--- src/rtl/irq_seq_pkg.sv ---
// rtl/irq_seq_pkg.sv - shared constants for the interrupt APB sequencer
// Contents: main FSM state encoding, APB direction values, default register map.
package irq_seq_pkg;

  // Main FSM states
  localparam logic [2:0] ST_INIT    = 3'd0;
  localparam logic [2:0] ST_IDLE    = 3'd1;
  localparam logic [2:0] ST_CONFIG  = 3'd2;
  localparam logic [2:0] ST_READ    = 3'd3;
  localparam logic [2:0] ST_SERVICE = 3'd4;
  localparam logic [2:0] ST_CLEAR   = 3'd5;

  // APB transfer direction
  localparam logic APB_READ  = 1'b0;
  localparam logic APB_WRITE = 1'b1;

  // Default interrupt controller register map
  localparam logic [31:0] DEF_CTRL_ADDR   = 32'h0;
  localparam logic [31:0] DEF_STATUS_ADDR = 32'h4;
  localparam logic [31:0] DEF_CLEAR_ADDR  = 32'h8;

endpackage

--- src/rtl/apb_master_phase.sv ---
// rtl/apb_master_phase.sv - single-transfer APB master with ACCESS timeout
// Ports:
//   clk, rst_n                     clock, asynchronous active-low reset
//   start, write, addr, wdata      launch one transfer (sampled only when bus idle)
//   done, rdata, err               completion strobe (combinational), read data, error
//   psel, penable, pwrite,
//   paddr, pwdata                  APB request outputs
//   prdata, pready, pslverr        APB response inputs
module apb_master_phase #(
  parameter int TIMEOUT_CYC = 16
) (
  input  logic        clk,
  input  logic        rst_n,
  input  logic        start,
  input  logic        write,
  input  logic [31:0] addr,
  input  logic [31:0] wdata,
  output logic        done,
  output logic [31:0] rdata,
  output logic        err,
  output logic        psel,
  output logic        penable,
  output logic        pwrite,
  output logic [31:0] paddr,
  output logic [31:0] pwdata,
  input  logic [31:0] prdata,
  input  logic        pready,
  input  logic        pslverr
);

  localparam int CNT_W = $clog2(TIMEOUT_CYC + 1);

  logic [CNT_W-1:0] access_cnt;
  logic             completing;
  logic             timeout_hit;

  // access_cnt holds the number of ACCESS cycles already spent without pready,
  // so the last permitted ACCESS cycle is the one where it reads TIMEOUT_CYC-1.
  assign completing  = penable && pready;
  assign timeout_hit = penable && !pready && (access_cnt == CNT_W'(TIMEOUT_CYC - 1));
  assign done        = completing || timeout_hit;
  assign err         = (completing && pslverr) || timeout_hit;
  assign rdata       = prdata;

  always_ff @(posedge clk or negedge rst_n) begin
    if (!rst_n) begin
      psel       <= 1'b0;
      penable    <= 1'b0;
      pwrite     <= 1'b0;
      paddr      <= '0;
      pwdata     <= '0;
      access_cnt <= '0;
    end else if (penable) begin
      if (done) begin
        psel    <= 1'b0;
        penable <= 1'b0;
        pwrite  <= 1'b0;
        paddr   <= '0;
        pwdata  <= '0;
      end else begin
        access_cnt <= access_cnt + CNT_W'(1);
      end
    end else if (psel) begin
      penable    <= 1'b1;
      access_cnt <= '0;
    end else if (start) begin
      psel   <= 1'b1;
      pwrite <= write;
      paddr  <= addr;
      pwdata <= wdata;
    end
  end

endmodule

--- src/rtl/irq_apb_sequencer.sv ---
// rtl/irq_apb_sequencer.sv - autonomous APB master for the interrupt controller
// Ports:
//   pclk_i, rst_n_i                        clock, asynchronous active-low reset
//   psel_o, penable_o, pwrite_o,
//   paddr_o, pwdata_o                      APB request to the controller
//   prdata_i, pready_i, pslverr_i          APB response
//   interrupt_i                            level interrupt from the controller
//   cfg_valid_i, cfg_mask_i, cfg_ready_o   mask rewrite handshake
//   svc_req_o, svc_id_o, svc_ack_i         per-source service handshake
//   err_o, spurious_o                      one-cycle event pulses
module irq_apb_sequencer
  import irq_seq_pkg::*;
#(
  parameter int                 NUM_IRQ     = 4,
  parameter logic [NUM_IRQ-1:0] INIT_MASK   = 4'hF,
  parameter logic [31:0]        CTRL_ADDR   = DEF_CTRL_ADDR,
  parameter logic [31:0]        STATUS_ADDR = DEF_STATUS_ADDR,
  parameter logic [31:0]        CLEAR_ADDR  = DEF_CLEAR_ADDR,
  parameter int                 TIMEOUT_CYC = 16,
  localparam int                ID_W        = (NUM_IRQ > 1) ? $clog2(NUM_IRQ) : 1
) (
  input  logic               pclk_i,
  input  logic               rst_n_i,
  output logic               psel_o,
  output logic               penable_o,
  output logic               pwrite_o,
  output logic [31:0]        paddr_o,
  output logic [31:0]        pwdata_o,
  input  logic [31:0]        prdata_i,
  input  logic               pready_i,
  input  logic               pslverr_i,
  input  logic               interrupt_i,
  input  logic               cfg_valid_i,
  input  logic [NUM_IRQ-1:0] cfg_mask_i,
  output logic               cfg_ready_o,
  output logic               svc_req_o,
  output logic [ID_W-1:0]    svc_id_o,
  input  logic               svc_ack_i,
  output logic               err_o,
  output logic               spurious_o
);

  logic [2:0]         state;
  logic [2:0]         state_nxt;
  logic [ID_W-1:0]    svc_id;
  logic               err_q;
  logic               spurious_q;

  logic               m_start;
  logic               m_write;
  logic [31:0]        m_addr;
  logic [31:0]        m_wdata;
  logic               m_done;
  logic [31:0]        m_rdata;
  logic               m_err;

  logic [NUM_IRQ-1:0] status;
  logic [ID_W-1:0]    first_id;
  logic               read_ok;
  logic               unused_rdata_bits;

  assign status            = m_rdata[NUM_IRQ-1:0];
  assign unused_rdata_bits = ^m_rdata[31:NUM_IRQ];
  assign read_ok           = (state == ST_READ) && m_done && !m_err;

  // Lowest set bit wins: scan downward so the last assignment is the lowest index.
  always_comb begin
    first_id = '0;
    for (int i = NUM_IRQ - 1; i >= 0; i--) begin
      if (status[i]) first_id = ID_W'(i);
    end
  end

  // The transfer is launched in the same cycle the FSM decides to move, so
  // SETUP appears on the bus in the first cycle of the new state.
  always_comb begin
    state_nxt = state;
    m_start   = 1'b0;
    m_write   = APB_READ;
    m_addr    = '0;
    m_wdata   = '0;
    case (state)
      ST_INIT: begin
        // psel guards against relaunching while the boot write is in flight.
        if (!psel_o) begin
          m_start = 1'b1;
          m_write = APB_WRITE;
          m_addr  = CTRL_ADDR;
          m_wdata = {{(32 - NUM_IRQ){1'b0}}, INIT_MASK};
        end
        if (m_done) state_nxt = ST_IDLE;
      end
      ST_IDLE: begin
        if (cfg_valid_i) begin
          m_start   = 1'b1;
          m_write   = APB_WRITE;
          m_addr    = CTRL_ADDR;
          m_wdata   = {{(32 - NUM_IRQ){1'b0}}, cfg_mask_i};
          state_nxt = ST_CONFIG;
        end else if (interrupt_i) begin
          m_start   = 1'b1;
          m_write   = APB_READ;
          m_addr    = STATUS_ADDR;
          state_nxt = ST_READ;
        end
      end
      ST_CONFIG: begin
        if (m_done) state_nxt = ST_IDLE;
      end
      ST_READ: begin
        if (m_done) begin
          state_nxt = (!m_err && (status != '0)) ? ST_SERVICE : ST_IDLE;
        end
      end
      ST_SERVICE: begin
        if (svc_ack_i) begin
          m_start   = 1'b1;
          m_write   = APB_WRITE;
          m_addr    = CLEAR_ADDR;
          m_wdata   = 32'd1 << svc_id;
          state_nxt = ST_CLEAR;
        end
      end
      ST_CLEAR: begin
        if (m_done) state_nxt = ST_IDLE;
      end
      default: state_nxt = ST_INIT;
    endcase
  end

  always_ff @(posedge pclk_i or negedge rst_n_i) begin
    if (!rst_n_i) begin
      state      <= ST_INIT;
      svc_id     <= '0;
      err_q      <= 1'b0;
      spurious_q <= 1'b0;
    end else begin
      state      <= state_nxt;
      err_q      <= m_done && m_err;
      spurious_q <= read_ok && (status == '0);
      if (read_ok && (status != '0)) svc_id <= first_id;
    end
  end

  apb_master_phase #(
    .TIMEOUT_CYC (TIMEOUT_CYC)
  ) u_phase (
    .clk     (pclk_i),
    .rst_n   (rst_n_i),
    .start   (m_start),
    .write   (m_write),
    .addr    (m_addr),
    .wdata   (m_wdata),
    .done    (m_done),
    .rdata   (m_rdata),
    .err     (m_err),
    .psel    (psel_o),
    .penable (penable_o),
    .pwrite  (pwrite_o),
    .paddr   (paddr_o),
    .pwdata  (pwdata_o),
    .prdata  (prdata_i),
    .pready  (pready_i),
    .pslverr (pslverr_i)
  );

  assign cfg_ready_o = (state == ST_IDLE);
  assign svc_req_o   = (state == ST_SERVICE);
  assign svc_id_o    = svc_id;
  assign err_o       = err_q;
  assign spurious_o  = spurious_q;

endmodule
--- config.mk ---
export PLATFORM = sky130hd
export DESIGN_NAME = irq_apb_sequencer
export DESIGN_NICKNAME = d
export VERILOG_FILES = /design/src/rtl/irq_seq_pkg.sv /design/src/rtl/apb_master_phase.sv /design/src/rtl/irq_apb_sequencer.sv
export SDC_FILE = /design/constraint.sdc
export NUM_CORES = 1
export LEC_CHECK = 0
export CORE_MARGIN = 8
export CORE_UTILIZATION = 38
export CTS_CLUSTER_SIZE = 14
export DETAILED_ROUTE_END_ITERATION = 10
export PLACE_DENSITY = 0.86
export SLEW_MARGIN = 20
export SYNTH_ARGS = -nofsm -noshare
export SYNTH_HDL_FRONTEND = slang
export SYNTH_SLANG_ARGS = --single-unit
--- constraint.sdc ---
create_clock -name pclk_i -period 4.29 [get_ports pclk_i]
set_input_delay 0.858 -clock pclk_i [delete_from_list [all_inputs] [get_ports pclk_i]]
set_output_delay 0.858 -clock pclk_i [all_outputs]
set_load 0.1 [all_outputs]
==> impl_metrics.yaml <==
clock_network:
  cts_hold_buf: 0
  cts_setup_buffers: 0
  clockBufferDepth: 2
  root_buffer: "clkbuf_8"
  cts_tree: "yes"
  clkSinkCount: 21
  path_clk_slew_ns: 0.07
  clock_latency_ns: 0.26
  cts_resized: 0
  numCtsBuffers: 3
  h-tree-depth: 1
timing:
  fmax_ghz: 0.351
  finalSetupTns_ns: 0
  rsz0062_at_grt: "no"
  setup_viol: 0
  maxSlewHeadroom_pct: 33.7
  tightestPinTransition_ns: 0.992
  finClkSkew_ns: 0.00453
  hold_viol_final: 0
  period_share_pct: 66.4
  maxSlewViolCount: 0
  fin_crit_ns: 2.85
synth:
  synthAdderAreaFrac_pct: 1.51
  seq_area_frac_synth_pct: 31.6
  ys_ff_latch: 21
  synth_cell_types: 41
  netlist_area_um2: 1660
  synth_compound_area_share_pct: 15.2
  async_flop_share_pct: 100
  synth_warnings: 0
  synth_xor_area_share_pct: 0
  synth_mux_area_share_pct: 6.17
  postSynthAreaPerCell_um2: 8.79
  synth_edf_count: 0
  syn_inst: 189
  synth_top_family_by_area: "buffers and inverters"
  synthSimpleGateAreaFrac_pct: 14.6
  ys.flop_type: "dfrtp_1"
status:
  status: "finished clean"
global_route:
  grt_overflow: 0
  antenna_found_initial: 0
  grt_pass1_wl_um: 5040
  grt_pass1_vias: 1128
  track_usage_pct: 9.32
  grt_max_degree: 22
detailed_routing:
  routedWlPerCell_um: 12.5
  ant_nets: 0
  via_per_inst: 4.30
  via_count: 1158
  dr.pass1.iters: 4
  drc_errors: 0
  drtIter0Drc: 98
  wirelength_um: 3360
cells_and_area:
  fin_nets: 263
  final_util_pct: 42.4
  drive_above_1_share_pct: 7.37
  multiInputGateArea_um2: 841
  fillCellCount: 437
  final_common_cell: "conb_1"
  layout_common_cells: "conb_1, clkdlybuf4s50_1, dfrtp_1"
  synthToLayoutAreaGrowth_pct: 9.49
  antenna_cells: 0
  seq_area_um2: 526
place:
  portBuffers: 29
  place.gp.congestion: 0.797
  dp_hpwl_um: 2810
floorplanning:
  die_w_um: 82.1
  start_util_pct: 38.7
  die_area_um2: 6740
  rows: 24
  die_y_um: 82.1
  io_pins: 116
  core_area_um2: 4290
critical_path:
  path_max_fanout: 11
  cp_num_buf_inv: 1
  endpoint_kind: "output port"
  cp.required_ns: 3.43
  cp.arrival_ns: 1.99
  cp_top_family: "buffers and inverters"
  crit_path_start_kind: "flip-flop"
  critPathSlowestCell: "clkdlybuf4s50_1"
  path_class: "reg2out"
  max_stage_delay_ns: 1.20
  crit_chain: "clkdlybuf4s50_1"
flow_run:
  drv_cap: 0
hold_path:
  hp-class: "reg2reg"
power_and_ir_drop:
  pwr_density_cell_nw_per_um2: 842
  power_w: 0.00153
  p_leak_nw: 0.890
  ir_drop_mv: 0.211
where the power goes:
group	internal [W]	total (W)	switching (W)
registers	0.000265	0.000358	0.0000930
clock network	0.0000646	0.000129	0.0000641
logic	0.000255	0.00104	0.000790
total	0.000584	0.00153	0.000947
per-stage QoR:
| stage | cell area (um2) | worst slack, ns | cells | hold WS (ns) |
|---|---|---|---|---|
| after global routing | 1820 | 1.38 | 269 | 0.543 |
| after CTS | 1820 | 1.44 | 269 | 0.518 |
| after floorplan | 1880 | 1.43 | 246 | 0.437 |
| after global placement | 1770 | 1.59 | 265 | 0.461 |
| final | 1820 | 1.44 | 269 | 0.515 |
| after detailed placement | 1770 | 1.58 | 265 | 0.501 |
cell usage after synthesis, types with 2 or more instances:
master / n / area [um2]
a211oi_1: 2 / 15.0
a21oi_1: 7 / 35.0
a41oi_1: 2 / 17.5
buf_2: 2 / 10.0
buf_4: 58 / 435
clkbuf_1: 2 / 7.51
dfrtp_1: 21 / 526
ha_1: 2 / 25.0
inv_1: 15 / 56.3
mux2_2: 2 / 22.5
mux2_4: 2 / 30.0
mux2i_1: 5 / 50.1
nand2_1: 12 / 45.0
nor2_1: 12 / 45.0
nor2b_1: 3 / 18.8
nor3_1: 2 / 10.0
nor3b_1: 3 / 22.5
o21ai_0: 9 / 45.0
o22a_1: 2 / 17.5
o22ai_1: 3 / 18.8
o31ai_1: 2 / 15.0
or2_2: 2 / 12.5
per-layer routing:
metal	vias up	part of all wire (%)	global-route usage (%)
met5	-	0	0
met2	52	53	16.7
met3	2	7.4	0.758
li1	572	-	-
met1	532	38	11.1
met4	0	1.2	4.21
state kept, by name (all words and copies together), names as in the netlist:
signal and cells:
u_phase.pwrite 1, u_phase.penable 1, u_phase.pwdata 4, spurious_o 1, svc_id_o 2, state 3, u_phase.paddr 2, u_phase.access_cnt 5
u_phase.psel 1, err_o 1
final cells by class:
type / count / area share, %
clock buffer: 3 / 2.27
tap: 52 / 3.58
multi-input combinational: 148 / 46.2
inverter: 15 / 3.09
timing repair buffer: 29 / 15.7
clock inverter: 1 / 0.275
sequential: 21 / 28.9
final timing paths:
check | slack [ns] | end | from | depth (start not counted)
max | 1.44 | penable_o | u_phase.penable | 1
min | 0.52 | u_phase.paddr[2] | u_phase.paddr[2] | 1
max reg2reg | 1.95 | state[0] | u_phase.access_cnt[0] | 7
min reg2reg | 0.52 | u_phase.paddr[2] | u_phase.paddr[2] | 1
max in group asynchronous | 2.61 | u_phase.paddr[2] | rst_n_i | 1
min in group asynchronous | 1.12 | u_phase.paddr[3] | rst_n_i | 1
cell families (layout without fill, tap and decap cells):
group,after synthesis,count (layout)
DFF,21,21
adders and majority gates,2,2
muxes,9,9
buffers and inverters,77,48
AOI/OAI and AO/OA,34,34
other,1,58
and+or+nand+nor,45,45
Power figures use the tool's default switching activity.
